### config.mk
export PLATFORM = sky130hd
export DESIGN_NAME = i2s_transmitter
export DESIGN_NICKNAME = d
export VERILOG_FILES = /design/src/rtl/i2s_transmitter.sv
export SDC_FILE = /design/constraint.sdc
export NUM_CORES = 1
export LEC_CHECK = 0
export ABC_AREA = 1
export CAP_MARGIN = 20
export CORE_MARGIN = 10
export CORE_UTILIZATION = 55
export CTS_CLUSTER_DIAMETER = 30
export DETAILED_ROUTE_END_ITERATION = 6
export GPL_ROUTABILITY_DRIVEN = 1
export PLACE_DENSITY = 0.78
export REMOVE_ABC_BUFFERS = 1
export SLEW_MARGIN = 20
export SYNTH_ARGS = -nofsm -noshare
export SYNTH_HDL_FRONTEND = slang
export SYNTH_SLANG_ARGS = --single-unit
### constraint.sdc
create_clock -name clk -period 3.6 [get_ports clk]
set_clock_uncertainty 0.1 [all_clocks]
set_input_delay 0.36 -clock clk [delete_from_list [all_inputs] [get_ports clk]]
set_output_delay 0.36 -clock clk [all_outputs]
set_load 0.01 [all_outputs]
### src/rtl/i2s_transmitter.sv
// i2s_transmitter: master-mode I2S transmitter.
//   Divides clk into BCLK/LRCLK, serialises {L, pad, R, pad} frames MSB first with
//   the one-bit I2S delay, and takes sample pairs over a valid/ready handshake into
//   a one-frame holding register. Shift/load strobes let a receiver run in loopback.
// Ports:
//   clk, reset (async, active-low)
//   enable                     run request
//   sample_l/sample_r/valid    PCM pair input; sample_ready = holding register empty
//   underrun                   1-clk pulse: frame started with holding register empty
//   busy                       high while running or finishing the last frame
//   i2s_bclk/i2s_lrclk/i2s_data  serial bus (lrclk 0 = left slot)
//   i2s_data_shift_strobe      pulse in the clk where bclk rises
//   i2s_data_load_strobe       pulse one clk after the shift strobe of a slot's final bit
module i2s_transmitter #(
  parameter int unsigned CLK_DIV      = 4,
  parameter int unsigned SAMPLE_WIDTH = 16,
  parameter int unsigned SLOT_WIDTH   = 16
) (
  input  logic                    clk,
  input  logic                    reset,
  input  logic                    enable,
  input  logic [SAMPLE_WIDTH-1:0] sample_l,
  input  logic [SAMPLE_WIDTH-1:0] sample_r,
  input  logic                    sample_valid,
  output logic                    sample_ready,
  output logic                    underrun,
  output logic                    busy,
  output logic                    i2s_bclk,
  output logic                    i2s_lrclk,
  output logic                    i2s_data,
  output logic                    i2s_data_shift_strobe,
  output logic                    i2s_data_load_strobe
);

  localparam int unsigned FRAME = 2 * SLOT_WIDTH;
  localparam int unsigned PAD   = SLOT_WIDTH - SAMPLE_WIDTH;
  localparam int unsigned DIV_W = (CLK_DIV > 1) ? $clog2(CLK_DIV) : 1;
  localparam int unsigned BIT_W = $clog2(FRAME);

  typedef enum logic [1:0] {S_IDLE, S_RUN, S_STOP} state_e;

  state_e             state_q, state_d;
  logic [DIV_W-1:0]   div_q, div_d;
  logic [BIT_W-1:0]   bit_q, bit_d;
  logic               first_q, first_d;
  logic               bclk_q, bclk_d;
  logic               lrclk_q, lrclk_d;
  logic               data_q, data_d;
  logic               shift_q, shift_d;
  logic               load_q, load_d;
  logic               underrun_q, underrun_d;
  logic               busy_q, busy_d;
  logic               empty_q, empty_d;
  logic [FRAME-1:0]   hold_q, hold_d;
  logic [FRAME-1:0]   active_q, active_d;
  logic [BIT_W-1:0]   bit_nxt;
  logic [BIT_W-1:0]   idx;

  // State and datapath registers
  always_ff @(posedge clk or negedge reset) begin
    if (!reset) begin
      state_q    <= S_IDLE;
      div_q      <= '0;
      bit_q      <= '0;
      first_q    <= 1'b0;
      bclk_q     <= 1'b0;
      lrclk_q    <= 1'b0;
      data_q     <= 1'b0;
      shift_q    <= 1'b0;
      load_q     <= 1'b0;
      underrun_q <= 1'b0;
      busy_q     <= 1'b0;
      empty_q    <= 1'b1;
      hold_q     <= '0;
      active_q   <= '0;
    end else begin
      state_q    <= state_d;
      div_q      <= div_d;
      bit_q      <= bit_d;
      first_q    <= first_d;
      bclk_q     <= bclk_d;
      lrclk_q    <= lrclk_d;
      data_q     <= data_d;
      shift_q    <= shift_d;
      load_q     <= load_d;
      underrun_q <= underrun_d;
      busy_q     <= busy_d;
      empty_q    <= empty_d;
      hold_q     <= hold_d;
      active_q   <= active_d;
    end
  end

  // Next-state: divider, bit counter, frame start, handshake
  always_comb begin
    state_d    = state_q;
    div_d      = div_q;
    bit_d      = bit_q;
    first_d    = first_q;
    bclk_d     = bclk_q;
    lrclk_d    = lrclk_q;
    data_d     = data_q;
    shift_d    = 1'b0;
    load_d     = 1'b0;
    underrun_d = 1'b0;
    empty_d    = empty_q;
    hold_d     = hold_q;
    active_d   = active_q;
    bit_nxt    = '0;
    idx        = '0;

    // Accept a pair whenever the holding register is empty, in any state
    if (sample_valid && empty_q) begin
      hold_d  = (FRAME'(sample_l) << (SLOT_WIDTH + PAD)) | (FRAME'(sample_r) << PAD);
      empty_d = 1'b0;
    end

    // Bit counter is stable for CLK_DIV clks after the rising edge, so it still names the shifted bit
    if (state_q != S_IDLE) begin
      load_d = shift_q && ((bit_q == BIT_W'(SLOT_WIDTH)) || (bit_q == '0));
    end

    case (state_q)
      S_IDLE: begin
        if (enable) begin
          // bclk starts high so the first edge after CLK_DIV clks is the frame-start fall
          state_d = S_RUN;
          bclk_d  = 1'b1;
          div_d   = '0;
          first_d = 1'b1;
        end
      end
      default: begin
        if ((state_q == S_RUN) && !enable) begin
          state_d = S_STOP;
        end
        if (div_q == DIV_W'(CLK_DIV - 1)) begin
          div_d = '0;
          if (!bclk_q) begin
            bclk_d  = 1'b1;
            shift_d = 1'b1;
          end else begin
            bclk_d = 1'b0;
            if ((state_q == S_STOP) && !first_q && (bit_q == BIT_W'(FRAME - 1))) begin
              state_d = S_IDLE;
              lrclk_d = 1'b0;
              data_d  = 1'b0;
              bit_d   = '0;
            end else begin
              first_d = 1'b0;
              bit_nxt = (first_q || (bit_q == BIT_W'(FRAME - 1))) ? '0 : bit_q + BIT_W'(1);
              bit_d   = bit_nxt;
              lrclk_d = (bit_nxt >= BIT_W'(SLOT_WIDTH));
              if (bit_nxt == '0) begin
                // Bit 0 carries the outgoing frame's LSB; nothing precedes the first frame
                data_d = first_q ? 1'b0 : active_q[0];
                if (!empty_q) begin
                  active_d = hold_q;
                  empty_d  = 1'b1;
                end else begin
                  underrun_d = 1'b1;
                end
              end else begin
                // One-bit I2S delay: bit period b carries word bit b-1 counted from the MSB
                idx    = BIT_W'(FRAME - 32'(bit_nxt));
                data_d = active_q[idx];
              end
            end
          end
        end else begin
          div_d = div_q + DIV_W'(1);
        end
      end
    endcase

    busy_d = (state_d != S_IDLE);
  end

  assign sample_ready          = empty_q;
  assign underrun              = underrun_q;
  assign busy                  = busy_q;
  assign i2s_bclk              = bclk_q;
  assign i2s_lrclk             = lrclk_q;
  assign i2s_data              = data_q;
  assign i2s_data_shift_strobe = shift_q;
  assign i2s_data_load_strobe  = load_q;

endmodule

==> qor.yml <==
timing:
  final_hold_viol_count: 0
  fin_crit_sh: 0.866
  relSlewSlack: 0.704
  max_slew.worst_pin.slew_ps: 443
  fin_tns_setup_ps: 0
  min_period_ps: 3120
  rsz0062_at_grt: "false"
  max_freq_mhz: 321
  report.final.setup_viol: 0
  hold_slack_ps: 341
  finalMaxSlewViolations: 0
finish:
  synthToLayoutAreaGrowth_pct: 18.4
  layout_common_cells: "nand2_1 (93), dfrtp_1 (81), inv_1 (48)"
  fill_cells: 539
  layout_commonest_cell: "nand2_1"
  diodes: 0
  final_cells: 551
  fin_area_sq_um: 4360
  final_nets: 512
  drive_gt1_frac: 0.0717
setup_path:
  required_ps: 3770
  startpoint_type: "register"
  ff2ff_path_depth: 14
  r2r_start: "bit_q[0]$_DFFE_PN0P_"
  critPathLaunch: "bit_q[0]$_DFFE_PN0P_"
  critical_path_class: "reg2reg"
  r2r_slack_ps: 480
  end_kind: "register"
  cp_max_fo: 48
  endpoint: "active_q[30]$_DFFE_PN0P_"
  crit_arrival_ps: 3290
  rr_endpoint: "active_q[30]$_DFFE_PN0P_"
drt:
  num_vias: 2799
  drc_errors: 0
  routed_wl_um: 7130
  avgRoutedWirePerCell_um: 12.9
  ant_nets: 0
  first_iter_violations: 81
  first_pass_iters: 4
  avgViaCountPerCell: 5.08
placed_design:
  hpwlAfterDp_um: 5080
  dp.cells: 533
  portBuffers: 43
  detailed_place.area_sq_um: 4130
  gp_congestion: 0.838
grt:
  grt_overflow: 0
  grtUsageTotal: 0.147
  grt_pass1_vias: 2858
  grt_pass1_wl_um: 12300
  grt_max_degree: 83
  grt_antenna_before_repair: 0
clocking:
  numCtsBuffers: 9
  clkSinkCount: 82
  cts-root-buf: "clkbuf_8"
  cts.htree.levels: 3
  clock_tree.buffer_depth: 2
  clk_pin_slew_ps: 80
  cts_tree: "built"
  ctsResizeCount: 0
  clk_latency_ps: 350
run:
  cap_violations: 0
yosys:
  netlist_instances: 428
  syn_avg_cell_area_sq_um: 8.59
  yosysTopAreaCell: "dfrtp_1"
  ys_seq_elements: 82
  netlist_area_sq_um: 3680
  yosysSeqAreaShare: 0.558
  synth_cell_types: 28
  ys_warn_count: 0
  yosys-top-cells-area: "dfrtp_1 (55%), nand2_1 (9.6%), nand3_1 (5.3%)"
  yosysTopAreaCellShare: 0.551
floorplan:
  dieArea_sq_um: 10400
  num_io_pins: 44
  rows: 29
  die_x_um: 102
  die-height_um: 102
  core_sq_um: 6420
  start_util: 0.573
power:
  power_density_nw_per_um2: 821
  vdd_drop_max_mv: 0.350
  power_leakage_nw: 2.16
outcome:
  status: "completed"
min_path:
  hp-class: "in2async"
==> worst min-delay path by stage <==
stage	start	end	slack [ps]	cells after the start
after global routing	reset	active_q[13]$_DFFE_PN0P_	350	2
after global placement	active_q[31]$_DFFE_PN0P_	active_q[31]$_DFFE_PN0P_	370	2
after floorplan	reset	active_q[0]$_DFFE_PN0P_	-40	0
after CTS	reset	hold_q[13]$_DFFE_PN0P_	100	1
after detailed placement	active_q[31]$_DFFE_PN0P_	active_q[31]$_DFFE_PN0P_	370	2
final	reset	hold_q[12]$_DFFE_PN0P_	340	2
==> layer usage <==
layer / vias up / share of wire / wire [um] / track usage
met5: - / 0 / 0 / 0
met4: 0 / 0.010 / 74 / 0.0495
met3: 6 / 0.039 / 278 / 0.0463
met2: 38 / 0.49 / 3500 / 0.255
met1: 1305 / 0.46 / 3280 / 0.168
li1: 1450 / - / - / -
==> area by class of cell <==
type	instances	area, sq um	area share
Clock buffer	11	131	0.0302
Inverter	50	188	0.0431
Clock inverter	5	55.1	0.0126
Multi-Input combinational cell	277	1340	0.307
Timing Repair Buffer	49	495	0.114
Sequential cell	82	2050	0.471
Tap cell	77	96.3	0.0221
==> metrics by stage <==
| stage | total power [mW] | util | setup WS [ps] |
|---|---|---|---|
| 2_1_floorplan | 2.57 | - | -343 |
| 3_3_place_gp | 2.91 | 0.643 | 551 |
| 3_5_place_dp | 2.97 | 0.643 | 478 |
| 4_1_cts | 3.62 | 0.672 | 468 |
| 5_1_grt | 3.94 | 0.678 | 138 |
| 6_report | 3.57 | 0.678 | 483 |
==> cell families after synthesis <==
logic type               count (synthesis)  synth area share
flip-flops                              82             0.558
buffers and inverters                   69            0.0789
XOR/XNOR                                 1           0.00238
adder cells (fa/ha/maj)                  7            0.0238
AO/OA/AOI/OAI                           79             0.109
AND/OR/NAND/NOR                        190             0.228
==> synthesized netlist by cell type (all sizes together) <==
cell / count
buf: 11
nor2: 44
dfstp: 1
a31oi: 1
nand3: 41
dfrtp: 81
o31ai: 1
nand3b: 1
xnor2: 1
a21oi: 36
inv: 50
or2: 1
clkbuf: 8
nand2: 97
o21ai: 41
ha: 7
nor3: 2
nand4: 4
==> worst max-delay path, cell delays in order, from the launching register on <==
cell and delay (ps):
dfrtp_1 430, ha_1 230, nand2_1 160, nor2_1 70, ha_1 220, nor2_4 240, nand2_4 200, ha_1 250
nand2_2 100, a31oi_1 70, ha_1 230, nand4_1 120, buf_4 380, nand2_1 120, o21ai_1 110
==> flip-flops by register name (all words and copies together), names as in the netlist, 2 cells and up <==
signal	cells
bit_q	5
hold_q	32
state_q	2
active_q	32
div_q	2
==> report_power, final <==
part / total [mW] / internal (mW) / leakage, nW / switching [mW]
clock network: 0.633 / 0.318 / 0.0893 / 0.314
logic: 1.43 / 0.575 / 1.11 / 0.854
registers: 1.51 / 1.32 / 0.962 / 0.193
==> repair_timing <==
item | 4_1_cts | 5_1_grt
endpoints found under the hold margin | 0 | 21
hold buffers | 0 | 1
buffers inserted | 0 | 0
(Power assumes the default switching activity.)
